===== src/rtl/pipelined_addsub.sv =====
// ----------------------------------------------------------------------------
// pipelined_addsub: sliced, pipelined add/sub with valid/ready and flags.
// Rev 1.0
// ----------------------------------------------------------------------------
`timescale 1ns/1ps
`default_nettype none

module pipelined_addsub #(
  parameter int WIDTH  = 16,
  parameter int STAGES = 4
) (
  input  logic             clk,
  input  logic             rst_n,
  input  logic             in_valid,
  output logic             in_ready,
  input  logic [WIDTH-1:0] in_a,
  input  logic [WIDTH-1:0] in_b,
  input  logic             in_cin,
  input  logic             in_sub,
  output logic             out_valid,
  input  logic             out_ready,
  output logic [WIDTH-1:0] out_sum,
  output logic             out_cout,
  output logic             out_ovf,
  output logic             out_zero
);

  localparam int SLICE = WIDTH / STAGES;
  localparam int LAST  = STAGES - 1;

  logic              advance;
  logic [STAGES-1:0] valid_q, valid_d, carry_q, carry_d;
  logic [STAGES-1:0] v_in, c_in, c_slice;
  logic [WIDTH-1:0]  a_q [STAGES];
  logic [WIDTH-1:0]  a_d [STAGES];
  logic [WIDTH-1:0]  b_q [STAGES];
  logic [WIDTH-1:0]  b_d [STAGES];
  logic [WIDTH-1:0]  sum_q [STAGES];
  logic [WIDTH-1:0]  sum_d [STAGES];
  logic [WIDTH-1:0]  a_in [STAGES];
  logic [WIDTH-1:0]  b_in [STAGES];
  logic [WIDTH-1:0]  sum_in [STAGES];
  logic [WIDTH-1:0]  sum_nxt [STAGES];
  logic              ovf_q, ovf_d, zero_q, zero_d;

  // Global stall: every stage, bubbles included, moves only when the output slot frees up.
  assign advance  = !valid_q[LAST] || out_ready;
  assign in_ready = advance;

  for (genvar k = 0; k < STAGES; k++) begin : g_stage
    logic [SLICE:0] slice_w;

    if (k == 0) begin : g_first
      assign a_in[k]   = in_a;
      assign b_in[k]   = in_sub ? ~in_b : in_b;
      assign sum_in[k] = '0;
      assign c_in[k]   = in_cin ^ in_sub;
      assign v_in[k]   = in_valid;
    end else begin : g_next
      assign a_in[k]   = a_q[k-1];
      assign b_in[k]   = b_q[k-1];
      assign sum_in[k] = sum_q[k-1];
      assign c_in[k]   = carry_q[k-1];
      assign v_in[k]   = valid_q[k-1];
    end

    assign slice_w    = {1'b0, a_in[k][k*SLICE +: SLICE]}
                      + {1'b0, b_in[k][k*SLICE +: SLICE]}
                      + (SLICE+1)'(c_in[k]);
    assign c_slice[k] = slice_w[SLICE];
    // Slices above k are still zero in sum_in, so OR-ing places this slice.
    assign sum_nxt[k] = sum_in[k] | (WIDTH'(slice_w[SLICE-1:0]) << (k*SLICE));
  end

  always_comb begin
    valid_d = valid_q;
    carry_d = carry_q;
    ovf_d   = ovf_q;
    zero_d  = zero_q;
    for (int k = 0; k < STAGES; k++) begin
      a_d[k]   = a_q[k];
      b_d[k]   = b_q[k];
      sum_d[k] = sum_q[k];
      if (advance) begin
        valid_d[k] = v_in[k];
        carry_d[k] = c_slice[k];
        a_d[k]     = a_in[k];
        b_d[k]     = b_in[k];
        sum_d[k]   = sum_nxt[k];
      end
    end
    // Same-sign operands with a differing result sign is carry-in(MSB) ^ carry-out(MSB).
    if (advance) begin
      ovf_d  = (a_in[LAST][WIDTH-1] == b_in[LAST][WIDTH-1]) &&
               (sum_nxt[LAST][WIDTH-1] != a_in[LAST][WIDTH-1]);
      zero_d = (sum_nxt[LAST] == '0);
    end
  end

  always_ff @(posedge clk or negedge rst_n) begin
    if (!rst_n) begin
      valid_q <= '0;
      carry_q <= '0;
      ovf_q   <= 1'b0;
      zero_q  <= 1'b0;
      for (int k = 0; k < STAGES; k++) begin
        a_q[k]   <= '0;
        b_q[k]   <= '0;
        sum_q[k] <= '0;
      end
    end else begin
      valid_q <= valid_d;
      carry_q <= carry_d;
      ovf_q   <= ovf_d;
      zero_q  <= zero_d;
      for (int k = 0; k < STAGES; k++) begin
        a_q[k]   <= a_d[k];
        b_q[k]   <= b_d[k];
        sum_q[k] <= sum_d[k];
      end
    end
  end

  assign out_valid = valid_q[LAST];
  assign out_sum   = sum_q[LAST];
  assign out_cout  = carry_q[LAST];
  assign out_ovf   = ovf_q;
  assign out_zero  = zero_q;

endmodule

`default_nettype wire


===== config.mk =====
export PLATFORM = sky130hd
export DESIGN_NAME = pipelined_addsub
export DESIGN_NICKNAME = d
export VERILOG_FILES = /design/src/rtl/pipelined_addsub.sv
export SDC_FILE = /design/constraint.sdc
export NUM_CORES = 1
export LEC_CHECK = 0
export ABC_AREA = 1
export BUFFER_PORTS_ARGS = -buffer_cell sky130_fd_sc_hd__buf_4
export CORE_MARGIN = 2
export CORE_UTILIZATION = 45
export CTS_CLUSTER_SIZE = 8
export DETAILED_ROUTE_END_ITERATION = 16
export GPL_ROUTABILITY_DRIVEN = 0
export PLACE_DENSITY = 0.72
export SYNTH_ARGS = -nofsm -noshare
export SYNTH_HDL_FRONTEND = slang
export SYNTH_SLANG_ARGS = --single-unit

===== constraint.sdc =====
create_clock -name clk -period 4.54 [get_ports clk]
set_input_delay 0.908 -clock clk [delete_from_list [all_inputs] [get_ports clk]]
set_output_delay 0.908 -clock clk [all_outputs]
set_load 0.05 [all_outputs]

; Word level (Yosys, flattened, before mapping)
; Index checks and enable logic that the tools add are counted.
[word_totals]
reg_bits = 158
latch_bits = 0
ram_bits = 0
rom_bits = 0
in_bits = 38
out_inout_bits = 21
word_cells = 34
memories = 0
[op_classes]
add_sub_neg = 8
multipliers = 0
div = 0
magnitude_cmp = 0
eq_ne = 2
shifts = 0
n_mux = 1
n_bitwise = 5
n_reduce_logical = 4
[op_table]
columns = op, n
row1 = $add A4 B4 Y5, 4
row2 = $add A5 B1 Y5, 4
row3 = $logic_not A16 Y1, 1
row4 = $mux W16, 1
row5 = $not A16 Y16, 1
row6 = $or A16 B12 Y16, 1
row7 = $or A16 B16 Y16, 1
row8 = $or A4 B8 Y8, 1
row9 = $eq A1 B1 Y1, 1
row10 = $logic_and A1 B1 Y1, 1
row11 = $logic_not A1 Y1, 1
row12 = $logic_or A1 B1 Y1, 1
row13 = $ne A1 B1 Y1, 1
row14 = $xor A1 B1 Y1, 1

; Logic depth before layout (Yosys ltp)
; Gate-level depths: netlist of run 1.
[depth]
word_depth = 5
ltp_mapped = 9
mapped_depth_nobuf = 8

; Worst setup path before layout of run 1
; OpenSTA, ideal clock, no wires.
[synth_timing]
kind = in2reg
from = input in_sub
to = register carry_q[0]
setup_ns = 0.131
arrival_ns = 2.452
path_slack_ns = 1.958
cell_stages = 9
path_buffers = 2
path_cell_list = buf_6 -> buf_8 -> xor2_1 -> fa_1 -> fa_1 -> nand2_1 -> inv_1 -> o21ai_0 -> a22oi_1
[synth_via]
elab_chain_len = 3
[synth_lines]
columns = item, line
row1 = start: declaration, 19  ; input logic in_sub,
row2 = $mux W16, 55  ; assign b_in[k] = in_sub ? ~in_b : in_b;
row3 = $add A4 B4 Y5, 68  ; + {1'b0, b_in[k][k*SLICE +: SLICE]}
row4 = $add A5 B1 Y5 (*), 69  ; + (SLICE+1)'(c_in[k]);
row5 = end signal: assignment, 113  ; carry_q <= carry_d;
row6 = end: declaration, 32  ; logic [STAGES-1:0] valid_q, valid_d, carry_q, carry_d;
; Every way passes the cells marked *; elsewhere a longest branch is shown, timed or not.
; A chain may end at the register's enable or synchronous reset.

; Worst setup path in the final report of run 1
[layout_timing]
from = input out_ready
to = output in_ready
[layout_via]
elab_chain_len = 1
[layout_lines]
columns = item, line
row1 = start: declaration, 21  ; input logic out_ready,
row2 = $logic_or A1 B1 Y1, 47  ; assign advance = !valid_q[LAST] || out_ready;
row3 = end: declaration, 15  ; output logic in_ready,
; No other way between the ends.

==> results.ini, run 1 <==
[place]
placed_cells=649
io_buffers=58
dpl_cell_area_mm2=0.00487
place_hpwl_mm=5.26
dp_slack_ns=1.67

[synthesis]
synth_seq_cells=98
synth.most_common_cell=nand2_1
syn_area_per_cell_um2=9.21
syn_area_mm2=0.00441
syn-num-nets=537
synth_fa_ha_area_frac=0.0703
yosysTopAreaCell=dfrtp_1
synth_edf_count=0
synth_top_family_by_area=simple AND/OR/NAND/NOR gates
synth_xor_area_frac=0.0337
syn_inst=479
synth-simple-area-share=0.189
synth.area.top_cells=dfrtp_1, nand2_1, o21ai_0, fa_1, ha_1
synthTopCellsByCount=nand2_1, dfrtp_1, o21ai_0
synthArstFlopShare=1.00
ys_seq_area_frac=0.556
muxShareOfSynthArea=0
yosysWarnings=0
synthFlopType=dfrtp_1
synth_top_area_share=0.556
yosysUniqueCellTypes=28
synth_compound_area_frac=0.0837

[clocking]
cts_setup_buffers=0
clkSinkCount=98
cts_buffers=9
clockRootBuffer=clkbuf_8
cts_tree=built
clk_pin_slew_worst_paths_ns=0.08
worstSkewPairLatency_ns=0.36
cts_resized=0
clockBufferDepth=2
cts_hold_buf=0
htreeDepth=3

[sta]
grt_setup_unrepaired=false
setup_slack_ns=1.68
layout_worst_path_cycle_share=0.631
clock.fmax_mhz=349
period_minus_slack_ns=2.86
drv_slew=0
hold_violations=0
setup_viol=0
worst_pin_slew_ns=0.921
skew_ns=0.0101
slew_headroom=0.386
setup-tns-final_ns=0

[routing]
wl_met2_mm=3.55
avgRoutedWirePerCell_um=11.7
drc=0
drt_first_pass_iters=4
num_vias=3052
detail_route.vias_per_cell=4.59
wirelength_mm=7.80
dr.max_layer_used=met4
m1WireLength_mm=3.81
first_iter_violations=176
met3_length_um=335
ant_nets=0

[worst_setup_path]
rr_startpoint=valid_q[3]$_DFFE_PN0P_
critPathKind=input port to output pin
cp_slowest_cell=nand2_4
cp-end-kind=output pin
crit_fanout=90
slowest_delay_ns=0.59
rrSetupSlack_ns=2.36
crit_arrival_ns=1.96
r2r-end=b_in[45]$_DFFE_PN0P_
crit_start=out_ready
cp-start-kind=input port
crit_chain=buf_4 > inv_2 > nand2_4 > buf_4
cp.required_ns=3.63
critPathCapture=in_ready
rr_worst_depth=3
cpMostUsedCell=buf_4

[flow_run]
drv_cap=0

[cells_and_area]
nFillCells=946
n_antenna_cell=0
area_growth_pct=14.5
stdcell_count=665
drive_above_1_share=0.139
post-route-cell-area_mm2=0.00505
nNetsFinal=585
multi_input_area_mm2=0.00166
regArea_mm2=0.00245

[floorplan]
core_area_mm2=0.00964
die_w_um=103
fp-row-count=36
initial_core_util=0.458
ioPinCount=59
fp.dieH_um=103
dieArea_mm2=0.0106

[global_route]
grt_pass1_wl_mm=13.9
grt_max_degree=107
grtUsageTotal=0.167
grt_pass1_vias=3051
antenna_found_initial=0
overflow=0

[power]
vdd_drop_max_v=0.000239
power_uw=3500
power.leakage_uw=0.00256
cellPowerDensity_mw_per_mm2=692

[hold_path]
min_path_type=flip-flop to flip-flop

[run_status]
run_status=finished clean

-- critical path: cells and delay by family --
kind | cells | cell delay [ns]
simple gates | 1 | 0.59
buf+inv | 3 | 0.44
-- routing by layer --
layer / vias to the layer above / global-route usage
li1: 1586 / -
met5: - / 0
met3: 10 / 0.0366
met4: 0 / 0.0719
met2: 62 / 0.261
met1: 1394 / 0.227
-- registers in the layout (all words and copies together), names as in the netlist --
| name | count |
|---|---|
| a_in | 24 |
| b_in | 24 |
| sum_in | 24 |
| out_sum | 16 |
| carry_q | 4 |
| valid_q | 4 |
| out_ovf | 1 |
| out_zero | 1 |
-- how the worst min path moves through the flow --
| stage | startpoint | slack, ns | cells after the start | to |
|---|---|---|---|---|
| 2_1_floorplan | valid_q[2]$_DFFE_PN0P_ | 0.42 | 2 | valid_q[3]$_DFFE_PN0P_ |
| 3_3_place_gp | valid_q[2]$_DFFE_PN0P_ | 0.43 | 2 | valid_q[3]$_DFFE_PN0P_ |
| 3_5_place_dp | valid_q[2]$_DFFE_PN0P_ | 0.44 | 2 | valid_q[3]$_DFFE_PN0P_ |
| 4_1_cts | valid_q[2]$_DFFE_PN0P_ | 0.46 | 2 | valid_q[3]$_DFFE_PN0P_ |
| 5_1_grt | valid_q[2]$_DFFE_PN0P_ | 0.48 | 2 | valid_q[3]$_DFFE_PN0P_ |
| 6_report | valid_q[2]$_DFFE_PN0P_ | 0.46 | 2 | valid_q[3]$_DFFE_PN0P_ |
-- per-stage QoR --
stage	hold slack, ns	utilization
4_1_cts	0.463	0.524
5_1_grt	0.480	0.524
6_report	0.456	0.524
2_1_floorplan	0.420	-
3_3_place_gp	0.431	0.505
3_5_place_dp	0.442	0.505
-- final cells by class --
| class | instances | area share |
|---|---|---|
| Sequential cell | 98 | 0.486 |
| Multi-Input combinational cell | 321 | 0.330 |
| Clock inverter | 3 | 0.00793 |
| Timing Repair Buffer | 59 | 0.0877 |
| Tap cell | 133 | 0.0330 |
| Clock buffer | 13 | 0.0275 |
| Inverter | 38 | 0.0287 |
-- kinds of logic (layout without fill, tap and decap cells) --
kind of cell | count (synthesis) | after routing
XOR/XNOR | 17 | 17
AO/OA/AOI/OAI | 71 | 71
buffers and inverters | 60 | 113
flip-flops | 98 | 98
adder cells (fa/ha/maj) | 20 | 20
AND/OR/NAND/NOR | 213 | 213
-- cell usage in the layout, fill, tap and decap left out, drive strengths merged, types with 4 or more instances in the layout --
cell,instances
buf,59
ha,12
nand3,9
nand2,178
xor2,5
clkbuf,13
nand3b,4
inv,38
a21oi,6
dfrtp,98
xnor2,12
fa,8
o21ai,59
nor2,21
-- power breakdown --
part / switching (uW) / total, uW / leakage (uW) / internal, uW
clock: 278 / 532 / 0.0000914 / 254
sequential: 215 / 1470 / 0.00119 / 1260
combinational: 983 / 1490 / 0.00129 / 508
total: 1480 / 3500 / 0.00256 / 2020
No activity file was read; power rests on OpenSTA's default activity.
==> inputs of run 2 (changes only) <==
Clock period 4.54 ns to 2.7 ns, I/O delays scaled along.
==> run 2 against run 1 <==
Worst setup slack worse by 0.88 ns. Register-to-register slack worse by 1.5 ns. Final cell count up 0.75%. Sequential power up 68%. Sequential cell count unchanged. Power up 74%. Routed wire length down 0.36%. First-iteration DRC count down 20%. Critical path depth up 4. Sequential share of layout area down 1.0 points.
==> results.ini, run 2 (synthesis results as in run 1) <==
[cells_and_area]
layout_commonest_cell=nand2_1
nNetsFinal=590  ; +0.85%
drive_above_1_share=0.153  ; +0.0136
nFillCells=917  ; -3.1%
stdcell_count=670  ; +0.75%
layout_common_cells=nand2_1, dfrtp_1, buf_4
area_growth_pct=17.0
n_antenna_cell=0  ; unchanged

[worst_setup_path]
rr_startpoint=carry_q[2]$_DFFE_PN0P_
crit_fanout=17  ; -81%
rr_worst_depth=7  ; +4
crit_arrival_ns=2.15  ; +0.19 ns
cp-end-kind=flip-flop
cpMostUsedCell=fa_1
critPathBufInv=2  ; -1
r2r-end=out_zero$_DFFE_PN0P_
cp.required_ns=2.94  ; -0.69 ns
cp-start-kind=input port
cp_top_family=adder cells
cp_slowest_cell=fa_1
crit_chain=buf_4 > xor2_1 > fa_1 > fa_1 > nand2_1 > inv_1 > o21ai_0 > a22oi_1
slowest_delay_ns=0.44  ; -0.15 ns
rrSetupSlack_ns=0.84  ; -1.52 ns
critPathKind=input port to flip-flop

[routing]
drc=0  ; unchanged
detail_route.vias_per_cell=4.73  ; +3.2%
first_iter_violations=141  ; -20%
drt_first_pass_iters=4  ; unchanged
wirelength_mm=7.77  ; -0.36%
ant_nets=0  ; unchanged
avgRoutedWirePerCell_um=11.6  ; -1.1%
num_vias=3172  ; +3.9%

[sta]
grt_setup_unrepaired=false
clock.fmax_mhz=525
worst_pin_slew_ns=0.666  ; -0.255 ns
hold_violations=0  ; unchanged
layout_worst_path_cycle_share=0.705
skew_ns=0.0120  ; +0.00196 ns
slew_headroom=0.556  ; +0.170
drv_slew=0  ; unchanged
period_minus_slack_ns=1.90
setup-tns-final_ns=0  ; unchanged
setup_viol=0  ; unchanged

[global_route]
grt_pass1_vias=3051  ; unchanged
grtUsageTotal=0.161  ; -0.00590
overflow=0  ; unchanged
antenna_found_initial=0  ; unchanged
grt_max_degree=53  ; -50%
grt_pass1_wl_mm=13.4  ; -3.5%

[power]
power.leakage_uw=0.00262  ; +2.2%
vdd_drop_max_v=0.000409  ; +71%
cellPowerDensity_mw_per_mm2=1180  ; +70%

[clocking]
clkSinkCount=98  ; unchanged
clockBufferDepth=2  ; unchanged
cts_buffers=9  ; unchanged
cts_hold_buf=0  ; unchanged
worstSkewPairLatency_ns=0.37  ; about the same
clk_pin_slew_worst_paths_ns=0.10  ; +0.02 ns
clockRootBuffer=clkbuf_8
cts_setup_buffers=0  ; unchanged
cts_resized=0  ; unchanged
htreeDepth=3  ; unchanged
cts_tree=built

[floorplan]
die_w_um=103  ; unchanged
ioPinCount=59  ; unchanged
dieArea_mm2=0.0106  ; unchanged
initial_core_util=0.458  ; unchanged
fp-row-count=36  ; unchanged
core_area_mm2=0.00964  ; unchanged
fp.dieH_um=103  ; unchanged

[run_status]
run_status=finished clean

[place]
placed_cells=654  ; +0.77%
place_hpwl_mm=5.53  ; +5.2%
io_buffers=58  ; unchanged

[hold_path]
min_path_type=input port to async pin

[flow_run]
drv_cap=0  ; unchanged

==> run 2: cell types whose count changed in the layout (fill, tap and decap cells not counted), sizes merged <==
| cell | before | now |
|---|---|---|
| buf | 59 | 64 |
| bufinv | 1 | 2 |
| clkbuf | 13 | 11 |
| inv | 38 | 39 |
==> run 2: area by class of cell <==
cell class | count | area [um^2] | area share
flip-flops and latches | 98 | 2450 | 0.475
multi-input cells | 321 | 1660 | 0.322
inverters | 38 | 145 | 0.0281
well taps | 133 | 166 | 0.0322
repair buffers | 64 | 505 | 0.0979
clock buffers | 11 | 141 | 0.0274
clock inverters | 5 | 86.3 | 0.0167
==> run 2: worst max-delay path by stage <==
stage / cells after the start / end / start / slack [ns]
detailed placement: 8 / carry_q[0]$_DFFE_PN0P_ / in_sub / 0.40
CTS: 8 / carry_q[0]$_DFFE_PN0P_ / in_sub / 0.80
global route: 7 / sum_in[34]$_DFFE_PN0P_ / in_sub / 0.74
global placement: 8 / carry_q[0]$_DFFE_PN0P_ / in_sub / 0.46
finish: 8 / carry_q[0]$_DFFE_PN0P_ / in_sub / 0.80
floorplan: 9 / carry_q[0]$_DFFE_PN0P_ / in_sub / 0.49
==> run 2: metrics by stage <==
step	power (uW)	instance area (um^2)	util	worst slack (ns)	hold WS [ns]
floorplan	4360	4410	-	0.486	0.244
CTS	6150	5160	0.535	0.802	0.209
global placement	4960	4930	0.512	0.456	0.432
global route	6600	5160	0.535	0.742	0.238
finish	6070	5160	0.535	0.796	0.200
detailed placement	5090	4930	0.512	0.399	0.439
==> run 2: metal layers <==
| metal | track usage | wire (um) | vias up |
|---|---|---|---|
| met1 | 0.215 | 3830 | 1485 |
| met4 | 0.0547 | 121 | 0 |
| met2 | 0.251 | 3450 | 64 |
| met3 | 0.0515 | 377 | 8 |
| li1 | - | - | 1615 |
| met5 | 0 | 0 | - |
==> run 2: worst register-to-register path, cell delays in order, from the launching register on <==
cell,delay (ns)
dfrtp_1,0.42
fa_1,0.47
fa_1,0.47
nor2_1,0.10
nand2_1,0.05
nor2_1,0.10
nand3_1,0.08
o21bai_1,0.11
==> run 2: power breakdown <==
group,switching [uW],internal (uW)
clock,501,554
combinational,1660,889
sequential,355,2110
total,2520,3560
==> inputs of run 3 (changes only) <==
Settings changed: ABC_AREA 1 to 0, PLACE_DENSITY 0.72 to 0.74.
Clock period 2.7 ns to 1.74 ns, I/O delays scaled along.
==> run 3 against run 2 <==
The flow now finishes with violations (negative setup slack). Critical path depth decreased by 3. Area after synthesis decreased by 1.8%. Sequential cell count unchanged. Worst hold slack got worse by 0.012 ns. Final cell count decreased by 2.2%. Power increased by 58%. Synthesized cell count decreased by 3.8%. Sequential share of layout area decreased by 0.63 points. Die area decreased by 1.7%. Clock skew decreased by 0.0038 ns. Critical path type is now flip-flop to flip-flop. Largest power group unchanged.
==> results.ini, run 3 <==
[global_route]
overflow=0  ; unchanged
grt_pass1_vias=3116  ; +2.1%
busiest_layer=met2
grt_max_degree=55  ; +3.8%
grt_pass1_wl_mm=14.0  ; +4.4%
antenna_found_initial=0  ; unchanged
met3_usage=0.0253  ; -0.0262
grtUsageTotal=0.170  ; +0.00871
grt.met1_usage=0.239  ; +0.0242
met2_usage=0.259  ; +0.00836

[worst_setup_path]
cp.required_ns=1.99  ; -0.95 ns
cp-start-kind=flip-flop
crit_fanout=2  ; -15
cp_top_family=adder cells
crit_chain=fa_2 > fa_2 > nor4_2 > and3_1 > a32o_1
critPathBufInv=0  ; -2
crit_arrival_ns=2.14  ; about the same
cp_slowest_cell=fa_2
cp-end-kind=flip-flop
cpMostUsedCell=fa_2
critPathKind=flip-flop to flip-flop
slowest_delay_ns=0.56  ; +0.12 ns

[floorplan]
die_w_um=102  ; -0.88%
fp-row-count=35  ; -2.8%
core_area_mm2=0.00928  ; -3.7%
ioPinCount=59  ; unchanged
dieArea_mm2=0.0104  ; -1.7%
initial_core_util=0.467  ; +0.00889
fp.dieH_um=102  ; -0.88%

[power]
vdd_drop_max_v=0.000642  ; +57%
cellPowerDensity_mw_per_mm2=1830  ; +56%
power.leakage_uw=0.00268  ; +2.1%

[routing]
first_iter_violations=140  ; -0.71%
drt_first_pass_iters=4  ; unchanged
wirelength_mm=7.95  ; +2.3%
num_vias=3105  ; -2.1%
ant_nets=0  ; unchanged
avgRoutedWirePerCell_um=12.1  ; +4.6%
drc=0  ; unchanged
detail_route.vias_per_cell=4.74  ; +0.13%

[synthesis]
synthTopCellsByCount=nand2_1, dfrtp_1, o21ai_1
synth_seq_cells=98  ; unchanged
synthFlopType=dfrtp_1
ys_seq_area_frac=0.566  ; +0.0103
syn-num-nets=519  ; -3.4%
synthArstFlopShare=1.00  ; unchanged
yosysWarnings=0  ; unchanged
synth.most_common_cell=nand2_1
synth_edf_count=0  ; unchanged
synth_top_area_share=0.566  ; +0.0103
syn_area_mm2=0.00433  ; -1.8%
syn_area_per_cell_um2=9.40  ; +2.0%
yosysUniqueCellTypes=30  ; +7.1%
syn_inst=461  ; -3.8%
yosysTopAreaCell=dfrtp_1
synth.area.top_cells=dfrtp_1, nand2_1, fa_1, ha_1, xnor2_1

[sta]
worst_pin_slew_ns=0.497  ; -0.169 ns
slew_headroom=0.669  ; +0.113
skew_ns=0.00824  ; -0.00380 ns
setup_slack_ns=-0.154  ; -0.950 ns
layout_worst_path_cycle_share=1.09
clock.fmax_mhz=528
period_minus_slack_ns=1.89
setup-tns-final_ns=-0.154  ; -0.154 ns
hold_violations=0  ; unchanged
grt_setup_unrepaired=true
drv_slew=0  ; unchanged
setup_viol=1  ; +1

[clocking]
clkSinkCount=98  ; unchanged
cts_buffers=9  ; unchanged
cts_tree=built
clockRootBuffer=clkbuf_8
htreeDepth=3  ; unchanged
clockBufferDepth=2  ; unchanged
clk_pin_slew_worst_paths_ns=0.09  ; about the same
worstSkewPairLatency_ns=0.36  ; about the same

[cells_and_area]
stdcell_count=655  ; -2.2%
post-route-cell-area_mm2=0.00523  ; +1.3%
layout_common_cells=nand2_1, dfrtp_1, buf_4
area_growth_pct=20.7
drive_above_1_share=0.200  ; +0.0469
nNetsFinal=579  ; -1.9%
layout_commonest_cell=nand2_1
n_antenna_cell=0  ; unchanged

[run_status]
violations=negative setup slack
run_status=complete, but fails checks

[place]
dpl_cell_area_mm2=0.00497  ; +0.66%
placed_cells=635  ; -2.9%
dp_slack_ns=-0.259  ; -0.658 ns
io_buffers=58  ; unchanged
place_hpwl_mm=5.58  ; +0.96%

[hold_path]
min_path_type=input port to flip-flop

[flow_run]
drv_cap=0  ; unchanged

run 3: cell count changes after synthesis, sizes merged, moves of 6 or more:
| cell | change |
|---|---|
| inv | -29 |
| a21oi | +8 |
| buf | -8 |
| nor2 | -12 |
| xor2 | +6 |
| o21ai | -37 |
| nand2 | +44 |
| nand3 | -9 |
| clkbuf | +9 |
run 3: logic make-up (layout without fill, tap and decap cells):
family,Yosys count,count (layout),share of synthesized area
and+or+nand+nor,242,242,0.221
DFF,98,98,0.566
AOI/OAI and AO/OA,44,44,0.0569
buffers and inverters,32,97,0.0341
xor gates and xnor gates,25,25,0.0505
adders and majority gates,20,20,0.0716
run 3: worst min-delay path, delay by kind of cell:
kind          cells  cell delay (ns)
buf+inv           1             0.07
simple gates      2             0.09
run 3: routing by layer:
| metal | vias to the layer above | share of wire |
|---|---|---|
| met2 | 68 | 0.46 |
| met4 | 0 | 0.026 |
| met3 | 17 | 0.041 |
| met1 | 1462 | 0.47 |
| li1 | 1558 | - |
| met5 | - | 0 |
run 3: timing repair:
| action | CTS | global route |
|---|---|---|
| resized for setup | 1 | 6 |
| setup buffers | 1 | 2 |
| endpoints found under the setup margin | 3 | 4 |
| pin swaps | 2 | 5 |
| hold endpoints to repair | 31 | 0 |
| hold buffers | 1 | 0 |
| cloned | 0 | 0 |
run 3: path summary, 6_finish.rpt:
path,startpoint,endpoint,slack (ns),cells after the start
worst min register to register,sum_in[23]$_DFFE_PN0P_,sum_in[7]$_DFFE_PN0P_,0.47,2
max in group asynchronous,rst_n,valid_q[1]$_DFFE_PN0P_,0.71,3
worst max register to register,b_in[12]$_DFFE_PN0P_,out_zero$_DFFE_PN0P_,-0.15,5
worst max-delay path,b_in[12]$_DFFE_PN0P_,out_zero$_DFFE_PN0P_,-0.15,5
min in group asynchronous,rst_n,a_in[12]$_DFFE_PN0P_,0.48,2
worst min-delay path,in_valid,valid_q[0]$_DFFE_PN0P_,0.19,3
run 3: power breakdown:
group / total [uW] / internal (uW) / switching [uW]
combinational: 4200 / 1630 / 2570
clock: 1470 / 677 / 793
sequential: 3910 / 3280 / 630
run 3: through the flow:
stage | utilization | power, uW | hold slack, ns
6_report | 0.563 | 9580 | 0.188
5_1_grt | 0.563 | 10300 | 0.190
4_1_cts | 0.559 | 9540 | 0.169
3_5_place_dp | 0.535 | 7980 | 0.326
3_3_place_gp | 0.535 | 7800 | 0.320
2_1_floorplan | - | 6820 | 0.0524
run 3: layout make-up:
type                            count  area [um^2]
Clock buffer                        9          124
Clock inverter                      7         77.6
Fill cell                         866         4050
Inverter                            9         36.3
Multi-Input combinational cell    331         1790
Sequential cell                    98         2450
Tap cell                          129          161
Timing Repair Buffer               72          593
